$ cat config.mk
export PLATFORM = sky130hd
export DESIGN_NAME = vga_sync_gen
export DESIGN_NICKNAME = d
export VERILOG_FILES = /design/src/rtl/vga_sync_gen.sv
export SDC_FILE = /design/constraint.sdc
export NUM_CORES = 1
export LEC_CHECK = 0
export BUFFER_PORTS_ARGS = -buffer_cell sky130_fd_sc_hd__clkbuf_2
export CAP_MARGIN = 20
export CORE_ASPECT_RATIO = 0.9
export CORE_MARGIN = 1.5
export CORE_UTILIZATION = 35
export DETAILED_ROUTE_END_ITERATION = 7
export GPL_TIMING_DRIVEN = 0
export PLACE_DENSITY = 0.6
export SLEW_MARGIN = 25
export SYNTH_ARGS = -nofsm -noshare
export SYNTH_HDL_FRONTEND = slang
export SYNTH_SLANG_ARGS = --single-unit
$ cat constraint.sdc
create_clock -name clk -period 2.9 [get_ports clk]
set_clock_uncertainty 0.05 [all_clocks]
set_input_delay 0.145 -clock clk [delete_from_list [all_inputs] [get_ports clk]]
set_output_delay 0.145 -clock clk [all_outputs]
set_load 0.01 [all_outputs]
$ cat src/rtl/vga_sync_gen.sv
// VGA raster timing generator: pixel-rate enable, scan counters, frame-start pulse,
// and sync/colour output stage delayed to line up with the object mux colour.
module vga_sync_gen #(
  parameter int CLK_DIV    = 2,
  parameter int H_ACTIVE   = 640,
  parameter int H_FP       = 16,
  parameter int H_SYNC     = 96,
  parameter int H_BP       = 48,
  parameter int V_ACTIVE   = 480,
  parameter int V_FP       = 10,
  parameter int V_SYNC     = 2,
  parameter int V_BP       = 33,
  parameter int PIPE_DELAY = 1
) (
  input  logic        clk,
  input  logic        resetN,
  input  logic [7:0]  RGBin,
  output logic [10:0] pixelX,
  output logic [10:0] pixelY,
  output logic        pixelEn,
  output logic        startOfFrame,
  output logic        hsync,
  output logic        vsync,
  output logic [3:0]  red,
  output logic [3:0]  green,
  output logic [3:0]  blue
);

  localparam int H_TOTAL = H_ACTIVE + H_FP + H_SYNC + H_BP;
  localparam int V_TOTAL = V_ACTIVE + V_FP + V_SYNC + V_BP;
  localparam int DIV_W   = (CLK_DIV > 1) ? $clog2(CLK_DIV) : 1;

  localparam logic [DIV_W-1:0] DIV_LAST = DIV_W'(CLK_DIV - 1);
  localparam logic [10:0] X_LAST   = 11'(H_TOTAL - 1);
  localparam logic [10:0] Y_LAST   = 11'(V_TOTAL - 1);
  localparam logic [10:0] X_ACT    = 11'(H_ACTIVE);
  localparam logic [10:0] Y_ACT    = 11'(V_ACTIVE);
  localparam logic [10:0] HS_START = 11'(H_ACTIVE + H_FP);
  localparam logic [10:0] HS_END   = 11'(H_ACTIVE + H_FP + H_SYNC);
  localparam logic [10:0] VS_START = 11'(V_ACTIVE + V_FP);
  localparam logic [10:0] VS_END   = 11'(V_ACTIVE + V_FP + V_SYNC);

  typedef struct packed {
    logic active;
    logic hs_n;
    logic vs_n;
  } timing_t;

  localparam timing_t TIMING_IDLE = '{active: 1'b0, hs_n: 1'b1, vs_n: 1'b1};

  logic [DIV_W-1:0] div_q, div_d;
  logic             pix_en_q, pix_en_d;
  logic [10:0]      x_q, x_d, y_q, y_d;
  logic             sof_q, sof_d;
  timing_t          raw;
  timing_t          pipe_q [PIPE_DELAY];
  timing_t          pipe_d [PIPE_DELAY];
  logic             hs_q, hs_d, vs_q, vs_d;
  logic [3:0]       red_q, red_d, green_q, green_d, blue_q, blue_d;

  always_comb begin
    // pixel enable is registered from the next divider value so it reads 0 in reset
    div_d    = (div_q == DIV_LAST) ? '0 : div_q + DIV_W'(1);
    pix_en_d = (div_d == DIV_LAST);

    x_d   = x_q;
    y_d   = y_q;
    sof_d = 1'b0;
    if (pix_en_q) begin
      if (x_q == X_LAST) begin
        x_d   = '0;
        y_d   = (y_q == Y_LAST) ? '0 : y_q + 11'd1;
        sof_d = (y_q == Y_LAST);
      end else begin
        x_d = x_q + 11'd1;
      end
    end

    raw.active = (x_q < X_ACT) && (y_q < Y_ACT);
    raw.hs_n   = !((x_q >= HS_START) && (x_q < HS_END));
    raw.vs_n   = !((y_q >= VS_START) && (y_q < VS_END));

    pipe_d = pipe_q;
    if (pix_en_q) begin
      pipe_d[0] = raw;
      for (int i = 1; i < PIPE_DELAY; i++) pipe_d[i] = pipe_q[i-1];
    end

    hs_d    = hs_q;
    vs_d    = vs_q;
    red_d   = red_q;
    green_d = green_q;
    blue_d  = blue_q;
    if (pix_en_q) begin
      hs_d = pipe_q[PIPE_DELAY-1].hs_n;
      vs_d = pipe_q[PIPE_DELAY-1].vs_n;
      // 3/3/2-bit channels widened to 4 bits by replicating their top bits
      if (pipe_q[PIPE_DELAY-1].active) begin
        red_d   = {RGBin[7:5], RGBin[7]};
        green_d = {RGBin[4:2], RGBin[4]};
        blue_d  = {RGBin[1:0], RGBin[1:0]};
      end else begin
        red_d   = 4'h0;
        green_d = 4'h0;
        blue_d  = 4'h0;
      end
    end
  end

  always_ff @(posedge clk or negedge resetN) begin
    if (!resetN) begin
      div_q    <= '0;
      pix_en_q <= 1'b0;
      x_q      <= '0;
      y_q      <= '0;
      sof_q    <= 1'b0;
      for (int i = 0; i < PIPE_DELAY; i++) pipe_q[i] <= TIMING_IDLE;
      hs_q     <= 1'b1;
      vs_q     <= 1'b1;
      red_q    <= 4'h0;
      green_q  <= 4'h0;
      blue_q   <= 4'h0;
    end else begin
      div_q    <= div_d;
      pix_en_q <= pix_en_d;
      x_q      <= x_d;
      y_q      <= y_d;
      sof_q    <= sof_d;
      pipe_q   <= pipe_d;
      hs_q     <= hs_d;
      vs_q     <= vs_d;
      red_q    <= red_d;
      green_q  <= green_d;
      blue_q   <= blue_d;
    end
  end

  assign pixelX       = x_q;
  assign pixelY       = y_q;
  assign pixelEn      = pix_en_q;
  assign startOfFrame = sof_q;
  assign hsync        = hs_q;
  assign vsync        = vs_q;
  assign red          = red_q;
  assign green        = green_q;
  assign blue         = blue_q;

endmodule

== Yosys cells after proc, flatten, opt, wreduce, memory -nomap -nowiden ==
Index checks and enable logic that the tools add are counted.
Operators by class
  add/sub/neg operators: 3
  magnitude comparators: 6
  reduce and logical (&&, ||, !) cells: 6
  equal/unequal tests: 2
  muxes and demuxes: 8
Operators by type and width (count)
  $add 11x1->11 const B: 2
  $eq 11x10->1 const B: 2
  $lt 11x10->1 const B: 2
  $lt 11x9->1 const B: 2
  $mux 11: 2
  $mux 4: 3
  $ge 11x10->1 const B: 1
  $ge 11x9->1 const B: 1
  $logic_and 1x1->1: 3
  $mux 1: 3
  $logic_not 1->1: 2
  $reduce_and 2->1: 1
  $add 1x1->1 const B: 1
Storage, ports and cells
  word-level logic and storage cells: 37
  register bits: 41
  output and inout port bits: 38

== Longest topological paths before layout ==
Gate-level depths: netlist of run 1.
  depth in word-level cells: 3
  depth in mapped cells: 7
  mapped depth without buffers: 6

== Worst setup path after synthesis of run 1 ==
OpenSTA, ideal clock, no wires.
  path type: flip-flop to flip-flop
  from: register x_q[5], in the netlist pixelX[5]
  to: register y_q[10], in the netlist pixelY[10]
  setup slack: 0.678 ns
  data required time: 2.767 ns
  buffers on the path: 0
  stages on the path, launching flop included: 5
  arrival time: 2.090 ns
  period minus slack after synthesis: 2.222 ns
  path through: dfrtp_1 > or4_4 > or4_4 > or4_1 > o21ai_0
On the way
  cells in the longest elaborated chain, start to end: 2
RTL lines
  from (decl): RTL line 53  | logic [10:0] x_q, x_d, y_q, y_d;
  from (signal assigned): RTL line 114  | x_q <= '0;
  from (signal assigned): RTL line 126  | x_q <= x_d;
  $eq 11x10->1: RTL line 70  | if (x_q == X_LAST) begin
  $reduce_and 2->1 (no line)
  to (signal assigned): RTL line 127  | y_q <= y_d;
  to (decl): RTL line 53
No other way between the ends.
A chain may end at the register's enable or synchronous reset.

== Worst setup path in the final report of run 1 ==
  from: register x_q[5], in the netlist pixelX[5]
  to: register y_q[6], in the netlist pixelY[6]
Same word-level chain as after synthesis.

==> reports/qor.csv, run 1 <==
stage,metric,value,unit
yosys,Synth Register Bits,37,
yosys,Adder-Cell Fraction of Synth Area,0.0206,
worst_setup_path,WP data required,3040,ps
yosys,largest family of logic cells by synthesized area,simple AND/OR/NAND/NOR gates,
grt,initial antenna violation count,0,
yosys,Post-synth top cells,"33 x dfrtp_1, 19 x inv_1, 18 x o21ai_0",
cells_and_area,Final nets,259,
grt,gr usage total,0.153,
sta,slew at the pin closest to its max-slew limit,865,ps
drt,Via-to-Cell Ratio,4.96,
yosys,YS warnings,0,
die,die area,5640,um2
yosys,cells after synthesis,191,
power,Cell Int Power,0.754,mW
clock_network,TritonCTS Buffers,5,
yosys,Synth Area in XOR/XNOR,0.0434,
sta,final setup margin,466,ps
grt,vias in the first global route,1429,
clock_network,Post-CTS Setup Bufs,0,
die,row cnt,24,
power,sw frac,0.216,
placed_design,Detail Placement HPWL,2880,um
sta,"Setup violations, final",0,
worst_setup_path,CP max stage delay,740,ps
die,Die Ht,71.4,um
drt,first-pass iteration count of the detailed router,4,
grt,largest net degree at the start of global routing,38,
worst_setup_path,CP Max Fanout,10,
placed_design,post-placement cell area,2130,um2
die,Die W,79.0,um
grt,first-pass GRT wire length,6710,um
worst_setup_path,crit path capture type,flop,
sta,final hold vios,0,
cells_and_area,Fillers,512,
drt,DRC viols,0,
worst_setup_path,worst r2r src,pixelX[5],
worst_setup_path,critical path arrival,2570,ps
sta,final max-slew violation count,0,
worst_setup_path,critical path class,flop to flop,
power,VDD IR max,169,uV
sta,post-route clock period utilization,0.839,
cells_and_area,area grow syn2layout,23.5,%
drt,antenna-violating nets left,0,
sta,RSZ-0062 raised after global routing,no,
yosys,number of synthesized flops with an enable pin,0,
sta,Max transition margin,0.419,
power,P per Cell Area,428,nW/um2
clock_network,CTS tree,built,
sta,min cycle time layout,2430,ps
clock_network,H-tree depth,2,
sta,fmax,411,MHz
hold_path,source of the worst hold timing path,RGBin[2],
hold_path,Worst Hold Class,input pin to flop,
cells_and_area,Sequential Area,931,um2
drt,post-DR wirelength/cell,13.1,um
placed_design,GP Congestion,0.798,
power,Comb pwr share,0.042,
yosys,Synth area leaders,"dfrtp_1 45%, dfstp_2 5.8%, o21ai_0 5.0%",
yosys,Synth Area in Compound Gates,0.109,
worst_setup_path,worst path buffer plus inverter count,0,
yosys,Cell variety after synth,36,
flow_run,max-cap violation count,0,
drt,via count of the routed design,1546,
clock_network,clock-pin slew on the worst setup and hold paths,70,ps
run_status,status,completed,
cells_and_area,share of layout cells above drive strength 1,0.279,
clock_network,clk buf depth,2,
die,Initial Utilization,0.369,
cells_and_area,Ant. Diodes,0,
clock_network,CTS sink count,37,
power,share of total power in the clock network,0.412,
cells_and_area,utilization of the core after routing,0.456,
die,Core ar.,4920,um2
power,switching pwr,0.208,mW
worst_setup_path,R2R Setup Slk,470,ps
yosys,Async SR Flop Fraction,1.00,
yosys,synthesized cell area,1820,um2
sta,setup TNS,0,ps
yosys,Post-Syn Area per Cell,9.52,um2
yosys,sequential area share after synthesis,0.512,
worst_setup_path,crit path from,pixelX[5],
drt,final WL,4080,um
power,Lkg Pwr,1.09,nW
placed_design,pre-CTS setup slack,474,ps
worst_setup_path,Startpoint Class,flop,
worst_setup_path,"CP delay by family, top",simple AND/OR/NAND/NOR gates,
yosys,Synth Area in Simple Gates,0.231,
clock_network,Clock Latency Late Sink,290,ps
cells_and_area,final instance area,2250,um2
yosys,mux share of post-synthesis cell area,0.0124,
yosys,Synth area leader,dfrtp_1,
die,# IOs,48,
cells_and_area,multi-input logic area,758,um2
placed_design,IO Port Bufs,47,
power,Seq pwr share,0.546,
yosys,Mapped Nets,204,
yosys,Synth top area share,0.454,
yosys,most common cell in the netlist,dfrtp_1,
grt,Overflow after GRT,0,
worst_setup_path,crit path cell chain,"or4_4, nor4_2, o21ai_0, a22o_1",
drt,DRT iter0 DRCs,59,
worst_setup_path,slowest cell on the critical path,nor4_2,
yosys,Synth Flop Type,dfrtp_1,
clock_network,Clock Root Buffer,clkbuf_8,
[power by group through the flow]
stage                     clock network (mW)  logic, mW  registers (mW)
after floorplan                            0     0.0117           0.538
after global placement                     0     0.0401           0.535
after detailed placement                   0     0.0407           0.535
after CTS                              0.413     0.0419           0.525
after global routing                   0.423     0.0464           0.526
final                                  0.396     0.0402           0.525
[path summary, 6_finish.rpt]
path	to	cells after the start
max	pixelY[6]	4
min	green[1]	3
max reg2reg	pixelY[6]	4
min reg2reg	pipe_q[1]	2
max in group asynchronous	red[0]	2
min in group asynchronous	pixelY[3]	2
[metrics by stage]
stage	hold slack, ps	power [mW]	std cells
after floorplan	-201	0.549	191
after global placement	281	0.575	303
after detailed placement	284	0.576	303
after CTS	36.6	0.980	312
after global routing	43.1	0.995	312
final	37.3	0.962	312
[layout by cell type, fill, tap and decap left out, types with 4 or more instances in the layout]
cell type and instances:
clkbuf_2 46, dfrtp_1 33, inv_1 19, o21ai_0 18, nand3_1 17, nor2_1 14
nand2_1 10, nand4_1 7, a21oi_1 7, clkbuf_8 7, nor4_1 6, xnor2_1 6
and3_1 5, buf_4 4, dfstp_2 4
[logic make-up after synthesis]
group / count (synthesis)
flip-flops: 37
adder cells (fa/ha/maj): 3
XOR/XNOR: 9
multiplexers: 2
AO/OA/AOI/OAI: 34
AND/OR/NAND/NOR: 76
buffers and inverters: 30
[metal layers]
layer | track usage | part of all wire | vias to the layer above
li1 | - | - | 774
met1 | 0.211 | 0.50 | 734
met5 | 0 | 0 | -
met3 | 0.0382 | 0.051 | 4
met4 | 0.0702 | 0.013 | 0
met2 | 0.229 | 0.44 | 34
[cell type report]
type / instances / area share
clock buffers: 7 / 0.0429
flip-flops and latches: 37 / 0.414
repair buffers: 48 / 0.109
clock inverters: 1 / 0.00223
multi-input cells: 124 / 0.338
well taps: 65 / 0.0362
plain buffers: 11 / 0.0256
inverters: 19 / 0.0318
[registers in the layout, indices dropped and copies added (netlist names)]
| register | count |
|---|---|
| hsync | 1 |
| pixelEn | 1 |
| red | 3 |
| blue | 2 |
| green | 3 |
| startOfFrame | 1 |
| vsync | 1 |
| pixelX | 11 |
| pixelY | 11 |
| pipe_q | 3 |
[what timing repair did]
action / in CTS / in global routing
endpoints found under the hold margin: 33 / 0
setup endpoints to repair: 0 / 0
hold buffers: 1 / 0
gates resized for setup: 0 / 0
[worst min-delay path, delay by kind of cell]
family	cells	cell delay, ps
compound gates	1	60
buf+inv	1	80
simple gates	1	60
Note: power is estimated with default switching activity, not from simulation.
==> inputs of run 2 (changes only) <==
==> constraint.sdc (replaced) <==
create_clock -name clk -period 2.3 [get_ports clk]
set_clock_uncertainty 0.05 [all_clocks]
set_input_delay 0.115 -clock clk [delete_from_list [all_inputs] [get_ports clk]]
set_output_delay 0.115 -clock clk [all_outputs]
set_load 0.01 [all_outputs]
==> run 2 against run 1 <==
  * Non-clock buffer count increased by 3
  * Fmax up 11%
  * Clock power increased by 27%
  * Total power grew 26%
  * Largest cell class unchanged
  * Sequential share of layout area shrank 0.56 points
  * Via count up 3.0%
  * Count of clock-buffer cells in the layout is the same
  * Sequential power is 26% higher
  * Global-route usage is 0.24 points higher
  * Critical path type unchanged
  * Cell area increased by 1.8%
==> reports/qor.csv, run 2 (synthesis gave the netlist of run 1 again) <==
stage,metric,value,unit,change
run_status,status,completed,,
drt,Via-to-Cell Ratio,5.05,,+2.0%
sta,slew at the pin closest to its max-slew limit,808,ps,-57.2 ps
placed_design,IO Port Bufs,47,,unchanged
clock_network,Clock Root Buffer,clkbuf_8,,
grt,vias in the first global route,1433,,+0.28%
cells_and_area,area grow syn2layout,25.7,%,
power,VDD IR max,214,uV,+26%
power,Lkg Pwr,1.10,nW,+0.92%
die,Die Ht,71.4,um,unchanged
worst_setup_path,worst r2r src,pixelX[6],,
cells_and_area,Ant. Diodes,0,,unchanged
grt,Overflow after GRT,0,,unchanged
worst_setup_path,slowest cell on the critical path,or4_4,,
hold_path,Worst Hold Class,input pin to flop,,
sta,"Setup violations, final",0,,unchanged
clock_network,clock-pin slew on the worst setup and hold paths,70,ps,about the same
placed_design,pre-CTS setup slack,-126,ps,-600 ps
drt,via count of the routed design,1592,,+3.0%
power,share of total power in the clock network,0.413,,about the same
power,Comb pwr share,0.042,,about the same
cells_and_area,"commonest non-fill, non-tap cell in the layout",clkbuf_2,,
power,Seq pwr share,0.546,,about the same
worst_setup_path,CP max stage delay,560,ps,-180 ps
cells_and_area,share of layout cells above drive strength 1,0.304,,+0.0246
grt,gr usage total,0.156,,+0.00244
drt,DRC viols,0,,unchanged
worst_setup_path,critical path class,flop to flop,,
sta,final setup margin,106,ps,-360 ps
sta,RSZ-0062 raised after global routing,no,,
worst_setup_path,critical path arrival,2360,ps,-210 ps
die,Core ar.,4920,um2,unchanged
grt,largest net degree at the start of global routing,38,,unchanged
cells_and_area,Final nets,262,,+1.2%
placed_design,Detail Placement HPWL,2880,um,unchanged
cells_and_area,Fillers,508,,-0.78%
worst_setup_path,crit path cell chain,"or4_4, or4_4, or4_1, o21ai_0",,
worst_setup_path,WP data required,2460,ps,-580 ps
clock_network,clk buf depth,2,,unchanged
placed_design,post-placement cell area,2130,um2,unchanged
hold_path,source of the worst hold timing path,RGBin[2],,
grt,initial antenna violation count,0,,unchanged
power,P per Cell Area,531,nW/um2,+24%
drt,DRT iter0 DRCs,58,,-1.7%
drt,antenna-violating nets left,0,,unchanged
power,Final Power,1.21,mW,+26%
worst_setup_path,CP Max Fanout,5,,-5
cells_and_area,final instance area,2290,um2,+1.8%
power,sw frac,0.217,,+0.000871
drt,post-DR wirelength/cell,13.3,um,+1.4%
sta,final hold vios,0,,unchanged
die,row cnt,24,,unchanged
sta,final max-slew violation count,0,,unchanged
drt,first-pass iteration count of the detailed router,4,,unchanged
die,die area,5640,um2,unchanged
worst_setup_path,crit path from,pixelX[6],,
clock_network,Clock Latency Late Sink,290,ps,about the same
placed_design,GP Congestion,0.798,,unchanged
worst_setup_path,Startpoint Class,flop,,
power,Cell Int Power,0.951,mW,+26%
die,Initial Utilization,0.369,,unchanged
clock_network,CTS sink count,37,,unchanged
power,switching pwr,0.263,mW,+27%
sta,Max transition margin,0.462,,+0.0430
worst_setup_path,Worst path most repeated cell,or4_4,,
die,# IOs,48,,unchanged
die,Die W,79.0,um,unchanged
sta,post-route clock period utilization,0.954,,+0.115
drt,final WL,4180,um,+2.4%
cells_and_area,most frequent cells in the layout,"46 x clkbuf_2, 30 x dfrtp_1, 19 x inv_1",,
grt,first-pass GRT wire length,6800,um,+1.3%
clock_network,TritonCTS Buffers,5,,unchanged
clock_network,CTS tree,built,,
sta,min cycle time layout,2190,ps,-240 ps
sta,fmax,456,MHz,+11%
flow_run,max-cap violation count,0,,unchanged
clock_network,H-tree depth,2,,unchanged
worst_setup_path,crit path capture type,flop,,
==> run 2: cell types whose count changed in the layout (fill, tap and decap cells not counted) <==
cell,delta
buf_2,-1
buf_4,+4
dfrtp_1,-3
dfrtp_2,+3
ha_1,-1
ha_2,+1
nor4_2,-1
nor4_4,+1
==> run 2: cell type report <==
cell class | count | area (um2) | area share
clock buffer | 7 | 96.3 | 0.0421
inverter | 19 | 71.3 | 0.0312
buffer | 11 | 60.1 | 0.0263
tap | 65 | 81.3 | 0.0356
multi-input combinational | 124 | 769 | 0.337
sequential | 37 | 935 | 0.409
clock inverter | 1 | 5.00 | 0.00219
timing repair buffer | 51 | 268 | 0.117
==> run 2: path summary, 6_finish.rpt <==
kind	to	slack, ps	cells past startpoint
min	green[1]	6	3
max	pixelY[10]	110	4
max reg2reg	pixelY[10]	110	4
min in group asynchronous	pixelY[0]	400	2
min reg2reg	pipe_q[1]	440	2
max in group asynchronous	pixelX[6]	1240	2
==> run 2: power groups by stage <==
stage	logic (mW)	clock network, mW	registers, mW
2_1_floorplan	0.0148	0	0.678
3_3_place_gp	0.0506	0	0.674
3_5_place_dp	0.0513	0	0.674
4_1_cts	0.0528	0.521	0.662
5_1_grt	0.0585	0.536	0.663
6_report	0.0505	0.501	0.662
==> run 2: routing by layer <==
metal	track usage	up-vias	share of wire
met5	0	-	0
met2	0.235	47	0.44
met4	0.0702	0	0.013
met1	0.213	760	0.48
li1	-	780	-
met3	0.0382	5	0.063
==> run 2: through the flow <==
step                      TNS [ps]  hold slack [ps]  utilization  cells
final                            0             6.23        0.464    315
after global routing             0             13.1        0.464    315
after CTS                        0             6.57        0.460    313
after detailed placement      -302              254        0.433    303
after global placement        -317              251        0.433    303
after floorplan                  0             -231            -    191
==> run 2: timing repair <==
| item | 4_1_cts | 5_1_grt |
|---|---|---|
| endpoints found under the setup margin | 6 | 3 |
| hold buffers | 1 | 0 |
| resized for setup | 3 | 4 |
| hold endpoints to repair | 33 | 0 |
| pin swaps | 0 | 1 |
| buffers inserted | 1 | 2 |
==> run 2: critical path: cells and delay by family, from the launching register on <==
| family | cells | cell delay, ps |
|---|---|---|
| and+or+nand+nor | 3 | 1550 |
| AOI/OAI and AO/OA | 1 | 90 |
| DFF | 1 | 440 |
